File: config.mk
export PLATFORM = sky130hd
export DESIGN_NAME = serial_status_ctrl_flat
export DESIGN_NICKNAME = d
export VERILOG_FILES = /design/src/rtl/serial_status_ctrl_if.sv /design/src/rtl/serial_status_ctrl.sv /design/src/flat_wrapper.sv
export SDC_FILE = /design/constraint.sdc
export NUM_CORES = 1
export LEC_CHECK = 0
export CAP_MARGIN = 20
export CORE_UTILIZATION = 62
export DETAILED_ROUTE_END_ITERATION = 10
export GPL_ROUTABILITY_DRIVEN = 0
export GPL_TIMING_DRIVEN = 0
export PLACE_DENSITY = 0.89
export SKIP_LAST_GASP = 1
export SYNTH_ARGS = -nofsm -noshare
export SYNTH_HDL_FRONTEND = slang
export SYNTH_SLANG_ARGS = --single-unit
File: constraint.sdc
create_clock -name clk -period 5.45 [get_ports clk]
set_input_delay 1.09 -clock clk [delete_from_list [all_inputs] [get_ports clk]]
set_output_delay 1.09 -clock clk [all_outputs]
set_load 0.02 [all_outputs]
File: src/rtl/serial_status_ctrl_if.sv
// serial_status_ctrl_if: event inputs and status/debug outputs of the serial link status sequencer
interface serial_status_ctrl_if;
  logic       req_sent;
  logic       rx_valid;
  logic       rx_frame_err;
  logic       clear_err;
  logic       wait_o;
  logic       error_o;
  logic       reset_o;
  logic [1:0] err_code;
  logic [7:0] err_count;
  modport master (
    output req_sent, rx_valid, rx_frame_err, clear_err,
    input  wait_o, error_o, reset_o, err_code, err_count
  );
  modport slave (
    input  req_sent, rx_valid, rx_frame_err, clear_err,
    output wait_o, error_o, reset_o, err_code, err_count
  );
endinterface

File: src/rtl/serial_status_ctrl.sv
// serial_status_ctrl: boot/wait/error status sequencer driving the RGB LED flags, with error cause and counter
module serial_status_ctrl #(
  parameter int BOOT_CYCLES     = 12_500_000,
  parameter int TIMEOUT_CYCLES  = 50_000_000,
  parameter int ERR_HOLD_CYCLES = 25_000_000
) (
  input  logic clk,
  input  logic reset,
  serial_status_ctrl_if.slave bus
);
  localparam int MAXC  = (BOOT_CYCLES > TIMEOUT_CYCLES)
                       ? ((BOOT_CYCLES > ERR_HOLD_CYCLES) ? BOOT_CYCLES : ERR_HOLD_CYCLES)
                       : ((TIMEOUT_CYCLES > ERR_HOLD_CYCLES) ? TIMEOUT_CYCLES : ERR_HOLD_CYCLES);
  localparam int CNT_W = $clog2(MAXC) + 1;
  localparam logic [CNT_W-1:0] BOOT_END = CNT_W'(BOOT_CYCLES - 1);
  localparam logic [CNT_W-1:0] TO_END   = CNT_W'(TIMEOUT_CYCLES - 1);
  localparam logic [CNT_W-1:0] HOLD_END = CNT_W'(ERR_HOLD_CYCLES - 1);
  typedef enum logic [1:0] {BOOT, IDLE, WAIT_RESP, ERROR} state_t;
  state_t           state, state_n;
  logic [CNT_W-1:0] cnt, cnt_n;
  logic [1:0]       code, code_n;
  logic [7:0]       count, count_n;
  always_ff @(posedge clk)
    if (reset) begin
      state <= BOOT;
      cnt   <= '0;
      code  <= '0;
      count <= '0;
    end else begin
      state <= state_n;
      cnt   <= cnt_n;
      code  <= code_n;
      count <= count_n;
    end
  always_comb begin
    state_n = state;
    cnt_n   = cnt + CNT_W'(1);
    code_n  = code;
    count_n = count;
    case (state)
      BOOT:
        if (bus.rx_frame_err) begin
          state_n = ERROR;
          code_n  = 2'b01;
        end else if (cnt == BOOT_END) begin
          state_n = IDLE;
          cnt_n   = '0;
        end
      IDLE: begin
        cnt_n = '0;
        if (bus.rx_frame_err) begin
          state_n = ERROR;
          code_n  = 2'b01;
        end else if (bus.req_sent) state_n = WAIT_RESP;
      end
      WAIT_RESP:
        if (bus.rx_frame_err) begin
          state_n = ERROR;
          code_n  = 2'b01;
        end else if (bus.rx_valid) begin
          state_n = IDLE;
          cnt_n   = '0;
        end else if (cnt == TO_END) begin
          state_n = ERROR;
          code_n  = 2'b10;
        end else if (bus.req_sent) cnt_n = '0;
      ERROR:
        if (bus.clear_err || (!bus.rx_frame_err && cnt == HOLD_END)) begin
          state_n = IDLE;
          cnt_n   = '0;
          code_n  = '0;
        end else if (bus.rx_frame_err) begin
          cnt_n  = '0;
          code_n = code | 2'b01;
        end
    endcase
    // Only a fresh entry counts; a repeat frame error inside ERROR just restarts the hold
    if (state != ERROR && state_n == ERROR) begin
      cnt_n   = '0;
      count_n = count + 8'(count != 8'hff);
    end
  end
  assign bus.reset_o   = state == BOOT;
  assign bus.wait_o    = state == WAIT_RESP;
  assign bus.error_o   = state == ERROR;
  assign bus.err_code  = code;
  assign bus.err_count = count;
endmodule

File: src/flat_wrapper.sv
// flat-port wrapper written by rule: the top's interface ports become plain ports
module serial_status_ctrl_flat 
#(
  parameter int BOOT_CYCLES     = 12_500_000,
  parameter int TIMEOUT_CYCLES  = 50_000_000,
  parameter int ERR_HOLD_CYCLES = 25_000_000
)
  (clk, reset, bus_req_sent, bus_rx_valid, bus_rx_frame_err, bus_clear_err, bus_wait_o, bus_error_o, bus_reset_o, bus_err_code, bus_err_count);
  serial_status_ctrl_if bus_i ();
  input  logic clk;
  input  logic reset;
  input wire logic [$bits(bus_i.req_sent)-1:0] bus_req_sent;
  input wire logic [$bits(bus_i.rx_valid)-1:0] bus_rx_valid;
  input wire logic [$bits(bus_i.rx_frame_err)-1:0] bus_rx_frame_err;
  input wire logic [$bits(bus_i.clear_err)-1:0] bus_clear_err;
  output wire logic [$bits(bus_i.wait_o)-1:0] bus_wait_o;
  output wire logic [$bits(bus_i.error_o)-1:0] bus_error_o;
  output wire logic [$bits(bus_i.reset_o)-1:0] bus_reset_o;
  output wire logic [$bits(bus_i.err_code)-1:0] bus_err_code;
  output wire logic [$bits(bus_i.err_count)-1:0] bus_err_count;
  assign bus_i.req_sent = bus_req_sent;
  assign bus_i.rx_valid = bus_rx_valid;
  assign bus_i.rx_frame_err = bus_rx_frame_err;
  assign bus_i.clear_err = bus_clear_err;
  assign bus_wait_o = bus_i.wait_o;
  assign bus_error_o = bus_i.error_o;
  assign bus_reset_o = bus_i.reset_o;
  assign bus_err_code = bus_i.err_code;
  assign bus_err_count = bus_i.err_count;
  serial_status_ctrl #(.BOOT_CYCLES(BOOT_CYCLES), .TIMEOUT_CYCLES(TIMEOUT_CYCLES), .ERR_HOLD_CYCLES(ERR_HOLD_CYCLES)) u_core (.clk(clk), .reset(reset), .bus(bus_i));
endmodule
==> flow_summary.rst <==
.. list-table::
   :header-rows: 1

   * - Metric
     - Value
   * - Worst endpoint data arrival time
     - between 1500 and 2000 ps
   * - Number of slew-limit violations in the final report
     - 0
   * - Chain of cells forming the critical path
     - nand2_1 > inv_1 > buf_6 > clkdlybuf4s50_1
   * - Clock insertion delay at the later pin of the skew report
     - about 350 ps
   * - Count of endpoints failing setup in the final report
     - 0
   * - Synthesized-area fraction occupied by xor and xnor cells
     - 9.66%
   * - Share of Yosys cell area claimed by the top area cell type
     - roughly a third
   * - CTS Sinks
     - 39
   * - Post-synthesis async set-or-reset flop share
     - 0%
   * - Final Critical Period
     - just over 3000 ps
   * - Global route total overflow
     - 0
   * - Antenna fix cells
     - 0
   * - Floorplan Core Area
     - 3420 sq um
   * - Post-DP Area
     - about 2500 sq um
   * - Initial antenna violation count
     - 0
   * - Final net count
     - roughly 300
   * - Post-Syn Area
     - roughly 2300 sq um
   * - Worst Hold Slack
     - 491 ps
   * - Reported leakage power
     - just under 0.8 nW
   * - Mean routed wirelength per cell
     - ~16 microns
   * - Number of port buffers
     - 17
   * - Setup Fix Bufs, Post-CTS
     - 0
   * - P per Cell Area
     - between 200 and 250 nW/um^2
   * - Worst min-delay path class
     - reg -> reg
   * - Total Die Area
     - approximately 3900 sq um
   * - Req. time, crit path
     - roughly 4400 ps
   * - TritonCTS buffer count
     - 5
   * - Number of standard cells after synthesis
     - between 200 and 300
   * - I/O pin total
     - 19
   * - Worst path buffer plus inverter count
     - 3
   * - Count of flip-flops with a built-in enable after synthesis
     - 0
   * - Non-filler instance count after layout
     - 330
   * - Residual antenna-violating net count after detailed routing
     - 0
   * - VDD IR max
     - approximately 0.16 mV
   * - CTS H-tree depth
     - 2
   * - DRC violations left
     - 0
   * - Root buffer selected by CTS
     - sky130_fd_sc_hd__clkbuf_4
   * - Crit path setup slack, layout
     - approximately 2400 ps
   * - Vias per inst
     - roughly 6.3
   * - Wire length after detailed routing
     - 5230 microns
   * - Via count of the first global-routing pass
     - 2,010
   * - Final Hold Fails
     - 0
   * - Crit. End Element
     - output pin
   * - Top fanout value on the critical path
     - 10
   * - Transition time of the tightest slew-check pin
     - a little under 500 ps
   * - Post-synth top flop
     - sky130_fd_sc_hd__dfxtp_1
   * - Synth-to-layout area growth
     - 12.5%
   * - Number of nets in the synthesized netlist
     - ~270
   * - CP max-delay cell
     - sky130_fd_sc_hd__clkdlybuf4s50_1
   * - Fin Clk Skew
     - 6.65 ps
   * - Resized Gates After CTS
     - 0
   * - Fraction of layout instances using a drive strength above 1
     - 13.0%
   * - Overall die height
     - approximately 62 microns
   * - Cells taking the most area after synthesis
     - sky130_fd_sc_hd__dfxtp_1, sky130_fd_sc_hd__xnor2_1, sky130_fd_sc_hd__nor3_1
   * - Kind of cell adding the most delay to the critical path
     - buffers and inverters
   * - CTS tree
     - built
   * - Minimum setup slack after placement
     - 2180 ps
   * - Flip-flop and latch count after synthesis
     - 39
   * - First-pass GRT wire length
     - around 9000 microns
   * - Max frequency
     - between 300 and 400 MHz
   * - Post-route clock period utilization
     - approximately 56%
   * - Drt initial violations
     - ~210
   * - Placement row count
     - 21
   * - Final total negative setup slack
     - 0 ps
   * - Highest cell delay on the worst timing path
     - ~600 ps
   * - Starting density of the core
     - around two thirds
   * - Post-Layout Inst Area
     - around 2500 sq um
   * - Max-cap violations
     - 0
   * - Startpoint types
     - flip-flop
   * - Number of unique standard cell types used by synthesis
     - 49
   * - Sequential fraction of the synthesis area
     - approximately a third
   * - All-Layer GR Usage
     - between 20% and 30%
   * - Dominant combinational cell family by area after synthesis
     - simple AND/OR/NAND/NOR gates
   * - Maximum number of pins on one net before global-route repair
     - 12
   * - Run status
     - finished, final reports clean
   * - Share of synthesized cell area in and, or, nand and nor gates
     - 36.6%
   * - Category of the critical setup timing path
     - reg -> out
   * - Die width
     - ~62 microns
   * - Detailed-routing iteration count for the pre-antenna-repair pass
     - 5
   * - Biggest area consumer among synthesized cells
     - sky130_fd_sc_hd__dfxtp_1
   * - Maximum number of buffers from clock root to sink
     - 2
   * - Slew HR
     - approximately 67%
   * - Post-detailed-placement half-perimeter wirelength
     - approximately 3700 microns
   * - Unrepaired setup endpoints after global routing
     - false
   * - Hold_buf cts
     - 0
   * - Adder-cell share of the synthesized area
     - under 10%
   * - Register clock-pin slew on the reported worst setup and hold paths
     - approximately 110 ps
   * - Placed instance count
     - between 300 and 400
   * - Total number of yosys warnings
     - 0
   * - Post-Synthesis Mean Instance Area
     - roughly 8.7 sq um
   * - Synth Area in Compound Gates
     - 9.39%
   * - Total number of vias
     - between 2k and 2.5k
   * - Post-synthesis mux area share
     - just under 2%
per-layer routing:
metal | global-route usage (%) | share of wire (%) | vias up
met3 | 4.38 | 6.3 | 13
met1 | 35.9 | 44 | 986
met5 | 0 | 0 | -
met2 | 49.7 | 48 | 74
li1 | - | - | 1014
met4 | 13.4 | 1.9 | 0
cell usage after synthesis (2+ instances only):
master and number:
sky130_fd_sc_hd__dfxtp_1 39, sky130_fd_sc_hd__nor3_1 25, sky130_fd_sc_hd__nand3_1 20, sky130_fd_sc_hd__xnor2_1 18, sky130_fd_sc_hd__nand2_1 16, sky130_fd_sc_hd__nor2_1 13, sky130_fd_sc_hd__nor4_1 11, sky130_fd_sc_hd__a21oi_1 10
sky130_fd_sc_hd__nand4_1 9, sky130_fd_sc_hd__clkbuf_1 8, sky130_fd_sc_hd__nor3_2 7, sky130_fd_sc_hd__xor2_1 7, sky130_fd_sc_hd__buf_6 6, sky130_fd_sc_hd__a31oi_1 4, sky130_fd_sc_hd__and4_1 4, sky130_fd_sc_hd__nand2b_1 4
sky130_fd_sc_hd__nor2b_1 4, sky130_fd_sc_hd__nor3b_1 4, sky130_fd_sc_hd__and3_1 3, sky130_fd_sc_hd__ha_1 3, sky130_fd_sc_hd__inv_1 3, sky130_fd_sc_hd__mux2_2 3, sky130_fd_sc_hd__nand4b_1 3, sky130_fd_sc_hd__o21ai_0 3
sky130_fd_sc_hd__or4_1 3, sky130_fd_sc_hd__a211o_1 2, sky130_fd_sc_hd__and3_2 2, sky130_fd_sc_hd__buf_2 2, sky130_fd_sc_hd__buf_4 2, sky130_fd_sc_hd__nand4bb_1 2, sky130_fd_sc_hd__o31ai_1 2
flip-flops by register name, indices dropped and copies added, names as in the netlist:
name,cells
u_core.cnt,27
u_core.bus.err_count,8
u_core.state,2
u_core.bus.err_code,2
report_power, final:
| group | internal [mW] | switching (mW) | total [mW] |
|---|---|---|---|
| combinational | 0.0340 | 0.0480 | 0.0820 |
| clock | 0.0598 | 0.0901 | 0.150 |
| sequential | 0.290 | 0.00497 | 0.295 |
worst paths after layout:
kind | from | endpoint | slack, ps | depth (start not counted)
worst max-delay path | u_core.state[1] | bus_error_o | 2430 | 4
worst min-delay path | u_core.bus.err_code[0] | u_core.bus.err_code[0] | 490 | 2
worst max register to register | u_core.cnt[9] | u_core.cnt[14] | 2810 | 6
worst min register to register | u_core.bus.err_code[0] | u_core.bus.err_code[0] | 490 | 2
metrics by stage:
stage	util (%)	power [mW]
floorplan	-	0.356
global placement	73.0	0.380
detailed placement	73.0	0.383
CTS	74.7	0.529
global route	74.7	0.547
finish	74.7	0.527
cells in the final DEF (no fill, tap or decap), types with 2 or more instances in the layout:
master / count
sky130_fd_sc_hd__clkdlybuf4s50_1: 17
sky130_fd_sc_hd__clkbuf_1: 8
sky130_fd_sc_hd__nor3_1: 25
sky130_fd_sc_hd__buf_6: 6
sky130_fd_sc_hd__inv_1: 3
sky130_fd_sc_hd__and3_1: 3
sky130_fd_sc_hd__nor3_2: 7
sky130_fd_sc_hd__ha_1: 3
sky130_fd_sc_hd__nand2_1: 16
sky130_fd_sc_hd__or4_1: 3
sky130_fd_sc_hd__nand4b_1: 3
sky130_fd_sc_hd__nand3_1: 20
sky130_fd_sc_hd__clkbuf_4: 5
sky130_fd_sc_hd__a211o_1: 2
sky130_fd_sc_hd__nor3b_1: 4
sky130_fd_sc_hd__dfxtp_1: 39
sky130_fd_sc_hd__nand2b_1: 4
sky130_fd_sc_hd__and3_2: 2
sky130_fd_sc_hd__buf_2: 2
sky130_fd_sc_hd__nor2b_1: 4
sky130_fd_sc_hd__buf_4: 2
sky130_fd_sc_hd__a31oi_1: 4
sky130_fd_sc_hd__nor4_1: 11
sky130_fd_sc_hd__a21oi_1: 10
sky130_fd_sc_hd__o21ai_0: 3
sky130_fd_sc_hd__mux2_2: 3
sky130_fd_sc_hd__and4_1: 4
sky130_fd_sc_hd__o31ai_1: 2
sky130_fd_sc_hd__xnor2_1: 18
sky130_fd_sc_hd__nand4_1: 9
sky130_fd_sc_hd__nand4bb_1: 2
sky130_fd_sc_hd__nor2_1: 13
sky130_fd_sc_hd__xor2_1: 7
final cells by class:
type / count / area (sq um)
sequential: 39 / 781
clock inverter: 1 / 5.00
buffer: 19 / 131
multi-input combinational: 199 / 1340
clock buffer: 6 / 51.3
inverter: 3 / 11.3
timing repair buffer: 17 / 170
tap: 46 / 57.6
fill: 264 / 866
cells by family after synthesis:
kind of cell,Yosys count
AOI/OAI and AO/OA,30
xor gates and xnor gates,25
adders and majority gates,3
buffers and inverters,22
DFF,39
muxes,4
and+or+nand+nor,137
worst reg2reg max path, cell delays in order, from the launching register on:
cell and delay [ps]:
sky130_fd_sc_hd__dfxtp_1 340, sky130_fd_sc_hd__or4_4 580, sky130_fd_sc_hd__nor4b_4 420, sky130_fd_sc_hd__a41oi_2 350, sky130_fd_sc_hd__o21ai_2 470, sky130_fd_sc_hd__buf_2 310, sky130_fd_sc_hd__nor3_1 80
(Power assumes the default switching activity.)
